### config.mk
export PLATFORM = sky130hd
export DESIGN_NAME = pl_prefix_engine
export DESIGN_NICKNAME = d
export VERILOG_FILES = /design/src/rtl/pl_prefix_engine.sv
export SDC_FILE = /design/constraint.sdc
export NUM_CORES = 1
export LEC_CHECK = 0
export BUFFER_PORTS_ARGS = -buffer_cell sky130_fd_sc_hd__buf_2
export CAP_MARGIN = 20
export CORE_MARGIN = 2
export CORE_UTILIZATION = 55
export DETAILED_ROUTE_END_ITERATION = 10
export PLACE_DENSITY = 0.77
export SETUP_SLACK_MARGIN = 0.3
export SYNTH_ARGS = -nofsm -noshare
export SYNTH_HDL_FRONTEND = slang
export SYNTH_SLANG_ARGS = --single-unit
### constraint.sdc
create_clock -name clk -period 8.6 [get_ports clk]
set_input_delay 0.86 -clock clk [delete_from_list [all_inputs] [get_ports clk]]
set_output_delay 0.86 -clock clk [all_outputs]
set_load 0.01 [all_outputs]
### src/rtl/pl_prefix_engine.sv
// pl_prefix_engine
//   PL-side compute engine behind the PS/PL memory arbiter. Once the arbiter
//   grants the memory port, the engine reads a length word and a source
//   vector, writes the running (prefix) sum of the vector back to memory,
//   writes a status word and then raises finish_pl so that PS can take the
//   port back.
//
// Ports:
//   clk          in   system clock, rising edge
//   rst          in   asynchronous, active-low reset
//   launch_pl    in   memory port granted to PL
//   ready_for_pl in   PS request level; dropping it releases DONE
//   mem_dout     in   [31:0] read data, valid one cycle after the address
//   we_pl        out  memory write enable (one cycle per write)
//   address_pl   out  [7:0] memory address
//   data_in_pl   out  [31:0] memory write data
//   finish_pl    out  computation complete, held until ready_for_pl drops
//   busy         out  high in every state except IDLE and DONE
//
// Every output is a register loaded from the value it must have in the
// state being entered, so the outputs are Moore and have no combinational
// path from any input.
module pl_prefix_engine #(
  parameter logic [7:0] CFG_ADDR  = 8'd0,
  parameter logic [7:0] SRC_BASE  = 8'd1,
  parameter logic [7:0] DST_BASE  = 8'd128,
  parameter logic [7:0] STAT_ADDR = 8'd255,
  parameter int         MAX_LEN   = 64
) (
  input  logic        clk,
  input  logic        rst,
  input  logic        launch_pl,
  input  logic        ready_for_pl,
  input  logic [31:0] mem_dout,
  output logic        we_pl,
  output logic [7:0]  address_pl,
  output logic [31:0] data_in_pl,
  output logic        finish_pl,
  output logic        busy
);

  localparam logic [7:0] MAX_LEN8 = MAX_LEN[7:0];

  typedef enum logic [2:0] {
    IDLE, CFG_RD, CFG_WAIT, RD, RD_WAIT, WR, STAT_WR, DONE
  } state_t;

  state_t      state_reg, state_next;
  logic [31:0] acc_reg, acc_next;
  logic [7:0]  idx_reg, idx_next;
  logic [7:0]  n_reg, n_next;
  logic        clamp_reg, clamp_next;
  logic        ovf_reg, ovf_next;

  logic        we_next;
  logic [7:0]  address_next;
  logic [31:0] data_next;
  logic        finish_next;
  logic        busy_next;

  logic [32:0] sum;
  logic        active;

  // 33-bit sum so the carry out of the accumulator is visible.
  assign sum = {1'b0, acc_reg} + {1'b0, mem_dout};

  // States in which losing the grant aborts the run.
  assign active = (state_reg != IDLE) && (state_reg != DONE);

  // Next-state and datapath updates.
  always_comb begin
    state_next = state_reg;
    acc_next   = acc_reg;
    idx_next   = idx_reg;
    n_next     = n_reg;
    clamp_next = clamp_reg;
    ovf_next   = ovf_reg;

    if (active && !launch_pl) begin
      state_next = IDLE;
    end else begin
      case (state_reg)
        IDLE: begin
          if (launch_pl) begin
            state_next = CFG_RD;
            acc_next   = '0;
            idx_next   = '0;
            clamp_next = 1'b0;
            ovf_next   = 1'b0;
          end
        end
        CFG_RD: state_next = CFG_WAIT;
        CFG_WAIT: begin
          if (mem_dout[7:0] > MAX_LEN8) begin
            n_next     = MAX_LEN8;
            clamp_next = 1'b1;
          end else begin
            n_next = mem_dout[7:0];
          end
          state_next = (n_next != 8'd0) ? RD : STAT_WR;
        end
        RD: state_next = RD_WAIT;
        RD_WAIT: begin
          acc_next = sum[31:0];
          if (sum[32]) ovf_next = 1'b1;
          state_next = WR;
        end
        WR: begin
          idx_next   = idx_reg + 8'd1;
          state_next = ((idx_reg + 8'd1) < n_reg) ? RD : STAT_WR;
        end
        STAT_WR: state_next = DONE;
        DONE: begin
          if (!ready_for_pl) state_next = IDLE;
        end
        default: state_next = IDLE;
      endcase
    end
  end

  // Output values for the state being entered; address and data hold
  // their previous value in states that do not drive them.
  always_comb begin
    we_next      = (state_next == WR) || (state_next == STAT_WR);
    finish_next  = (state_next == DONE);
    busy_next    = (state_next != IDLE) && (state_next != DONE);
    address_next = address_pl;
    data_next    = data_in_pl;
    case (state_next)
      CFG_RD:  address_next = CFG_ADDR;
      RD:      address_next = SRC_BASE + idx_next;
      WR: begin
        address_next = DST_BASE + idx_next;
        data_next    = acc_next;
      end
      STAT_WR: begin
        address_next = STAT_ADDR;
        data_next    = {clamp_next, ovf_next, 22'b0, n_next};
      end
      default: ;
    endcase
  end

  always_ff @(posedge clk or negedge rst) begin
    if (!rst) begin
      state_reg  <= IDLE;
      acc_reg    <= '0;
      idx_reg    <= '0;
      n_reg      <= '0;
      clamp_reg  <= 1'b0;
      ovf_reg    <= 1'b0;
      we_pl      <= 1'b0;
      address_pl <= '0;
      data_in_pl <= '0;
      finish_pl  <= 1'b0;
      busy       <= 1'b0;
    end else begin
      state_reg  <= state_next;
      acc_reg    <= acc_next;
      idx_reg    <= idx_next;
      n_reg      <= n_next;
      clamp_reg  <= clamp_next;
      ovf_reg    <= ovf_next;
      we_pl      <= we_next;
      address_pl <= address_next;
      data_in_pl <= data_next;
      finish_pl  <= finish_next;
      busy       <= busy_next;
    end
  end

endmodule
* Yosys cells after proc, flatten, opt, wreduce, memory -nomap -nowiden
Index checks and enable logic that the tools add are counted.
Cells by class: order comparisons 2, muxes and demuxes 27, add/sub/neg operators 4, reductions and logical operators 11, equal/unequal tests 14
Operator list (count):
- 32-bit one-hot mux with 2 select lines | 2
- 32-bit 2-to-1 mux | 2
- 8-bit 2-to-1 mux | 7
- 32-bit by 32-bit adder with 33-bit output | 1
- 8-bit one-hot mux with 4 select lines | 1
- 3-bit one-hot mux with 8 select lines | 1
- 3-bit equality test (second input constant) | 7
- 8-bit one-hot mux with 2 select lines | 1
- 3-bit 2-to-1 mux | 5
- 3-bit by 2-bit equality test with 1-bit output (second input constant) | 3
- 1-bit by 8-bit adder with 8-bit output (first input constant) | 1
- 8-bit by 1-bit adder with 8-bit output (second input constant) | 1
- 8-bit adder (first input constant) | 1
- 8-bit by 7-bit greater-than comparator with 1-bit output (second input constant) | 1
- 8-bit less-than comparator | 1
- 8-bit nonzero test | 1
- 3-bit by 1-bit equality test with 1-bit output (second input constant) | 2
- 1-bit 2-to-1 mux | 6
- 3-bit inequality test (second input constant) | 2
- 3-bit nonzero test | 2
- 1-bit one-hot mux with 2 select lines | 2
- 4-bit nonzero test | 1
- 1-bit logical AND | 3
- 3-bit zero test | 1
- other kinds (3) | 3
Storage, ports and cells: output and inout bits 43, register bits after elaboration 96, logic and storage cells 69, input bits 36

* Logic depth before layout (Yosys ltp)
Gate-level depths: netlist (run 1).
depth in word-level cells 10, depth in mapped cells 14, depth with buffers taken out 14

* Worst setup path after synthesis (run 1)
Ideal clock, no wire load.
kind input to register, from input mem_dout[0], to register acc_reg[22], data required time 8.482 ns, buffers on the path 0, data arrival time 2.981 ns, cell stages on the path 10, path slack 5.501 ns, path through ha_1 > fa_1 > a21o_1 > a221oi_2 > o21ai_1 > a41oi_2 > o221ai_1 > xnor2_1 > nor2_1 > a21o_1
On the way: word-level cells in the longest chain between the ends 3
Ends and longest elaborated chain:
- start, declared | line 34 | input logic [31:0] mem_dout,
- 32-bit by 32-bit adder with 33-bit output | line 65 | assign sum = {1'b0, acc_reg} + {1'b0, mem_dout};
- 32-bit one-hot mux with 2 select lines | line 82 | case (state_reg)
- 32-bit 2-to-1 mux | line 79 | if (active && !launch_pl) begin
- via acc_next[22] | line 49 | logic [31:0] acc_reg, acc_next;
- end signal, assigned | line 159 | acc_reg <= acc_next;
- end, declared | line 49
The timed path passes the listed nets, and every way through them passes these cells. A chain may end at the register's enable or synchronous reset.

* Worst setup path in the final report (run 1)
from register idx_reg[0], to register address_pl[7]
On the way: word-level cells in the longest chain between the ends 7
Ends and longest elaborated chain:
- start, declared | line 50 | logic [7:0] idx_reg, idx_next;
- start signal, assigned | line 160 | idx_reg <= idx_next;
- 8-bit by 1-bit adder with 8-bit output | line 109, 110
- 8-bit less-than comparator | line 110 | state_next = ((idx_reg + 8'd1) < n_reg) ? RD : STAT_WR;
- 3-bit 2-to-1 mux | line 110
- 3-bit one-hot mux with 8 select lines | line 82
- 3-bit 2-to-1 mux | line 79
- 3-bit equality test, or another cell as far along | line 129 | case (state_next)
- 8-bit one-hot mux with 4 select lines / 4-bit nonzero test (equally long branches)
- end signal, assigned | line 165 | address_pl <= address_next;
- end, declared | line 36 | output logic [7:0] address_pl,
Parallel ways exist; a longest one is shown, timed or not.

==> flow_metrics.py, run 1 <==
metrics = {
    "outcome": {
        "status": "complete, no violations",
    },
    "clock_tree": {
        "cts-resized-gates": 0,
        "worstSkewPairLatency_ns": 0.39,
        "cts_sinks": 96,
        "cts_tree": "done",
        "numCtsBuffers": 9,
        "htreeDepth": 3,
        "hold_buffers": 0,
        "cts_setup_buffers": 0,
        "path_clk_slew_ns": 0.10,
        "cts_buffer_depth": 2,
        "root_buffer": "clkbuf_8",
    },
    "drt": {
        "wire_per_inst_um": 17.2,
        "drt_first_pass_iters": 5,
        "final_antenna_net_count": 0,
        "drtIter0Drc": 250,
        "via_count": 5140,
        "drt_wl_total_um": 14500,
        "viasPerCell": 6.10,
        "drcViolationCount": 0,
    },
    "sta": {
        "max_freq_mhz": 276,
        "min_period_ns": 3.62,
        "fin_crit_sh_pct": 42.1,
        "setup_viol_count_final": 0,
        "hold_viol_final": 0,
        "clock_skew_ns": 0.0102,
        "setup_ws_ns": 4.98,
        "slew_viol_final": 0,
        "tightest_slew_ns": 1.00,
        "maxSlewHeadroom_pct": 32.8,
        "rsz0062_at_grt": "no",
        "tns_ns": 0,
    },
    "place": {
        "place.gp.congestion": 0.898,
        "io_buffers": 78,
        "dp_slack_ns": 4.39,
        "placed_area_um2": 6340,
        "hpwl_um": 10600,
    },
    "logic_synthesis": {
        "synth_area_um2": 5870,
        "synthCells": 637,
        "yosys_warnings": 0,
        "yosysUniqueCellTypes": 64,
        "synth_ff_type": "dfrtp_1",
        "syn_nets": 715,
        "synth.avg_cell_area_um2": 9.21,
        "synth_edf_count": 0,
        "ys_async_sr_fraction_pct": 100,
        "ys_seq_area_share_pct": 40.9,
        "ys_seq_elements": 96,
    },
    "layout": {
        "antenna_cells": 0,
        "fin_nets": 781,
        "mostFrequentLayoutCells": "nand2_1 (111), dfrtp_1 (96), buf_2 (77)",
        "fin_area_um2": 6570,
        "fin_util_pct": 63.7,
        "drive_above_1_share_pct": 15.6,
        "area_growth_pct": 12.0,
        "layout_commonest_cell": "nand2_1",
    },
    "setup_path": {
        "critPathKind": "flop to flop",
        "setup.worst_path.start": "idx_reg[0]$_DFF_PN0_",
        "rr_startpoint": "idx_reg[0]$_DFF_PN0_",
        "r2r-end": "address_pl[7]$_DFFE_PN0P_",
        "cp.required_ns": 8.93,
        "arrival_ns": 3.95,
        "critPathCapture": "address_pl[7]$_DFFE_PN0P_",
        "rr_worst_depth": 14,
        "cp_max_fo": 9,
        "start_kind": "flop",
        "rrSetupSlack_ns": 4.98,
        "cp-end-kind": "flop",
    },
    "pwr": {
        "power.density_nw_per_um2": 249,
        "peakVddDrop_v": 0.000130,
        "total_power_w": 0.00163,
        "p_leak_nw": 3.58,
    },
    "global_routing": {
        "grt_usage_pct": 26.6,
        "antenna_found_initial": 0,
        "grt_max_degree": 66,
        "overflow": 0,
        "grt_pass1_vias": 5100,
        "grt_pass1_wl_um": 24200,
    },
    "min_path": {
        "hold_class": "input pin to async pin",
    },
    "die": {
        "core_um2": 10300,
        "num_rows": 37,
        "die_x_um": 107,
        "ios": 79,
        "initial_core_util_pct": 56.8,
        "die_area_um2": 11500,
        "dieHeight_um": 107,
    },
    "job": {
        "maxCapViolCount": 0,
    },
}
[worst max-delay path, cell delays in order, from the launching register on]
cell,delay [ns]
dfrtp_1,0.49
ha_1,0.30
nand3_1,0.11
xor2_1,0.14
inv_1,0.07
ha_1,0.29
a21o_1,0.18
a211o_1,0.28
a21oi_1,0.26
o21ai_1,0.14
nand2_1,0.22
a21o_1,0.39
inv_1,0.12
a21oi_2,0.35
a221o_1,0.22
[logic make-up after synthesis]
kind of cell             share of synthesized area, %
adder cells (fa/ha/maj)                          9.08
XOR/XNOR                                         5.37
AND/OR/NAND/NOR                                  15.9
buffers and inverters                            3.67
AO/OA/AOI/OAI                                    25.0
flip-flops                                       40.9
[metrics by stage]
stage | hold WS [ns] | instances
4_1_cts | 0.402 | 842
3_5_place_dp | 0.456 | 827
3_3_place_gp | 0.455 | 827
6_report | 0.391 | 843
2_1_floorplan | 0.443 | 637
5_1_grt | 0.428 | 843
[cell type report]
type	count	area (um2)
clock inverter	6	83.8
clock buffer	9	124
inverter	26	97.6
fill	874	3750
sequential	96	2400
timing repair buffer	82	443
tap	136	170
multi-input combinational	488	3250
[per-layer routing]
layer	vias to the layer above	GRT usage (%)	wire, um
met4	0	11.8	365
met2	171	43.1	7020
li1	2435	-	-
met5	-	0	0
met3	32	4.78	831
met1	2502	35.0	6280
[where the power goes]
group | total (W) | switching, W | internal (W)
clock | 0.000327 | 0.000165 | 0.000162
combinational | 0.000665 | 0.000393 | 0.000272
sequential | 0.000643 | 0.0000774 | 0.000566
[cells in the mapped netlist, drive strengths merged, types with 2 or more instances]
master | instances | area share, %
a22oi | 9 | 1.2
o2bb2ai | 2 | 0.41
a22o | 19 | 2.8
nand2 | 111 | 7.1
nand4 | 10 | 1.1
a41o | 2 | 0.34
ha | 41 | 8.7
and2 | 5 | 0.53
clkbuf | 18 | 1.2
a221oi | 2 | 0.41
dfrtp | 96 | 41
nand3 | 19 | 1.6
o22ai | 5 | 0.53
buf | 9 | 0.85
nor3b | 2 | 0.26
a211o | 6 | 0.90
nor3 | 3 | 0.26
a32o | 2 | 0.34
inv | 26 | 1.7
o21ai | 32 | 2.7
nor4 | 3 | 0.43
xnor2 | 18 | 2.7
xor2 | 18 | 2.7
a41oi | 3 | 0.58
nor2 | 32 | 2.0
and3 | 9 | 0.96
a31o | 2 | 0.30
a211oi | 4 | 0.51
o21a | 7 | 0.90
or2 | 3 | 0.32
a21oi | 40 | 3.7
nand4b | 2 | 0.30
o211ai | 4 | 0.51
o21bai | 6 | 0.77
nand2b | 4 | 0.43
o31ai | 6 | 0.94
a221o | 8 | 1.4
o221ai | 3 | 0.45
a21o | 28 | 3.6
a31oi | 5 | 0.53
[worst min path at each step]
| stage | start | end | slack [ns] | cells after the start |
|---|---|---|---|---|
| CTS | rst | acc_reg[16]$_DFF_PN0_ | 0.40 | 1 |
| global route | rst | acc_reg[16]$_DFF_PN0_ | 0.43 | 1 |
| floorplan | acc_reg[0]$_DFF_PN0_ | acc_reg[0]$_DFF_PN0_ | 0.44 | 2 |
| finish | rst | acc_reg[16]$_DFF_PN0_ | 0.39 | 1 |
| detailed placement | data_in_pl[16]$_DFFE_PN0P_ | data_in_pl[16]$_DFFE_PN0P_ | 0.46 | 2 |
| global placement | acc_reg[0]$_DFF_PN0_ | acc_reg[0]$_DFF_PN0_ | 0.45 | 2 |
Power figures use the tool's default switching activity.
==> run 2: changes to the inputs <==
- clock period: 8.6 -> 3.4 ns (I/O delays scaled with it)
==> run 2 against run 1 <==
- cell count up 1.4%
- maximum frequency up 22%
- clock power up 140%
- combinational power rose to 2.6 times the previous value
- clock-buffer cell count unchanged
- critical path type unchanged
- die area unchanged
- highest routed layer unchanged
- worst setup slack worse by 4.5 ns
- sequential share of layout area down 0.58 points
- global-route usage down 0.31 points
- via count about the same
==> flow_metrics.py, run 2 (same netlist as run 1, synthesis figures left out) <==
metrics = {
    "global_routing": {
        "use_met2_pct": 44.1,
        "gr-usage-met3_pct": 3.57,
        "grt_max_degree": 77,
        "grt-busiest-layer": "met2",
        "met1_usage_pct": 35.9,
        "grt_pass1_wl_um": 24100,
        "antenna_found_initial": 0,
        "overflow": 0,
        "grt_usage_pct": 26.3,
        "grt_pass1_vias": 5045,
    },
    "die": {
        "dieHeight_um": 107,
        "ios": 79,
        "initial_core_util_pct": 56.8,
        "num_rows": 37,
        "die_area_um2": 11500,
        "die_x_um": 107,
        "core_um2": 10300,
    },
    "clock_tree": {
        "root_buffer": "clkbuf_8",
        "worstSkewPairLatency_ns": 0.37,
        "cts_buffer_depth": 2,
        "path_clk_slew_ns": 0.10,
        "numCtsBuffers": 9,
        "hold_buffers": 0,
        "cts_sinks": 96,
        "cts_tree": "done",
        "htreeDepth": 3,
    },
    "sta": {
        "max_freq_mhz": 338,
        "clock_skew_ns": 0.0105,
        "min_period_ns": 2.96,
        "setup_ws_ns": 0.437,
        "tightest_slew_ns": 0.958,
        "rsz0062_at_grt": "no",
        "hold_viol_final": 0,
        "maxSlewHeadroom_pct": 36.1,
        "setup_viol_count_final": 0,
        "fin_crit_sh_pct": 87.1,
        "slew_viol_final": 0,
        "tns_ns": 0,
    },
    "drt": {
        "drt_first_pass_iters": 7,
        "final_antenna_net_count": 0,
        "drtIter0Drc": 253,
        "drcViolationCount": 0,
        "via_count": 5136,
        "wire_per_inst_um": 17.0,
        "drt_wl_total_um": 14600,
        "viasPerCell": 6.01,
    },
    "setup_path": {
        "cp.required_ns": 3.66,
        "start_kind": "flop",
        "critPathKind": "flop to flop",
        "critical_path.max_stage_delay_ns": 0.45,
        "arrival_ns": 3.22,
        "cp-end-kind": "flop",
        "crit_family": "simple AND/OR/NAND/NOR gates",
        "crit_buf_inv": 0,
        "crit_chain": "and3_1, nand3_1, nor2_1, xor2_1, ha_1, nand3_1, a21oi_1, a21oi_2, o21ai_2, nand2_4, or2_1, and3_1, a221o_1",
        "slowest_stage": "dfrtp_2",
        "cp_max_fo": 6,
    },
    "min_path": {
        "hold_class": "input pin to async pin",
    },
    "pwr": {
        "switchingPower_w": 0.00169,
        "clock_power_share_pct": 19.0,
        "p_leak_nw": 3.60,
        "peakVddDrop_v": 0.000333,
        "comb_power_share_pct": 41.9,
        "power.density_nw_per_um2": 627,
        "pwr-share-seq_pct": 39.1,
        "p_int_w": 0.00250,
        "sw_frac_of_total_pct": 40.3,
    },
    "job": {
        "maxCapViolCount": 0,
    },
    "place": {
        "place.gp.congestion": 0.898,
        "hpwl_um": 10700,
        "io_buffers": 78,
        "dp_slack_ns": 0.105,
    },
    "layout": {
        "layout_commonest_cell": "nand2_1",
        "area_growth_pct": 13.9,
        "mostFrequentLayoutCells": "nand2_1 (110), dfrtp_1 (94), buf_2 (77)",
        "fin_util_pct": 64.7,
        "drive_above_1_share_pct": 18.4,
        "antenna_cells": 0,
        "fin_nets": 792,
    },
    "outcome": {
        "status": "complete, no violations",
    },
}
run 2: changes by cell type in the layout (fill, tap and decap cells not counted), sizes merged:
cell	previous run	this run
clkinv	3	0
buf	82	93
inv	27	28
clkinvlp	0	4
bufinv	2	1
run 2: final cells by class:
class	count	area, um2
well taps	136	170
flip-flops and latches	96	2400
clock buffers	9	124
repair buffers	93	505
clock inverters	7	80.1
fillers	838	3640
inverters	26	97.6
multi-input cells	488	3300
run 2: timing repair:
item	CTS	global route
cloned	0	0
setup buffers	1	4
resized for setup	6	8
pin swaps	1	5
setup endpoints to repair	34	40
run 2: path summary, 6_finish.rpt:
check / slack, ns / depth (start not counted) / endpoint / from
worst min register to register: 0.48 / 2 / data_in_pl[11]$_DFFE_PN0P_ / data_in_pl[11]$_DFFE_PN0P_
worst max register to register: 0.44 / 13 / data_in_pl[31]$_DFFE_PN0P_ / idx_reg[2]$_DFF_PN0_
worst min-delay path: 0.11 / 1 / data_in_pl[13]$_DFFE_PN0P_ / rst
min in group clk: 0.27 / 3 / n_reg[2]$_DFF_PN0_ / mem_dout[2]
max in group asynchronous: 2.53 / 2 / idx_reg[2]$_DFF_PN0_ / rst
worst max-delay path: 0.44 / 13 / data_in_pl[31]$_DFFE_PN0P_ / idx_reg[2]$_DFF_PN0_
run 2: power by group through the flow:
stage	Clock (W)	Sequential, W	Combinational, W
3_5_place_dp	0	0.00165	0.00167
2_1_floorplan	0	0.00167	0.00112
3_3_place_gp	0	0.00164	0.00163
6_report	0.000794	0.00164	0.00176
4_1_cts	0.000810	0.00163	0.00171
5_1_grt	0.000845	0.00168	0.00194
run 2: through the flow:
step	area, um2	cells	hold WS [ns]	power, W
after floorplan	5870	637	0.0444	0.00279
after global placement	6390	834	0.454	0.00328
after detailed placement	6390	834	0.458	0.00332
after CTS	6620	851	0.143	0.00416
after global routing	6680	855	0.189	0.00446
final	6680	855	0.110	0.00419
run 2: layer usage:
layer | routed length (um) | part of all wire (%)
met5 | 0 | 0
met4 | 184 | 1.3
met3 | 757 | 5.2
met2 | 7100 | 49
met1 | 6530 | 45
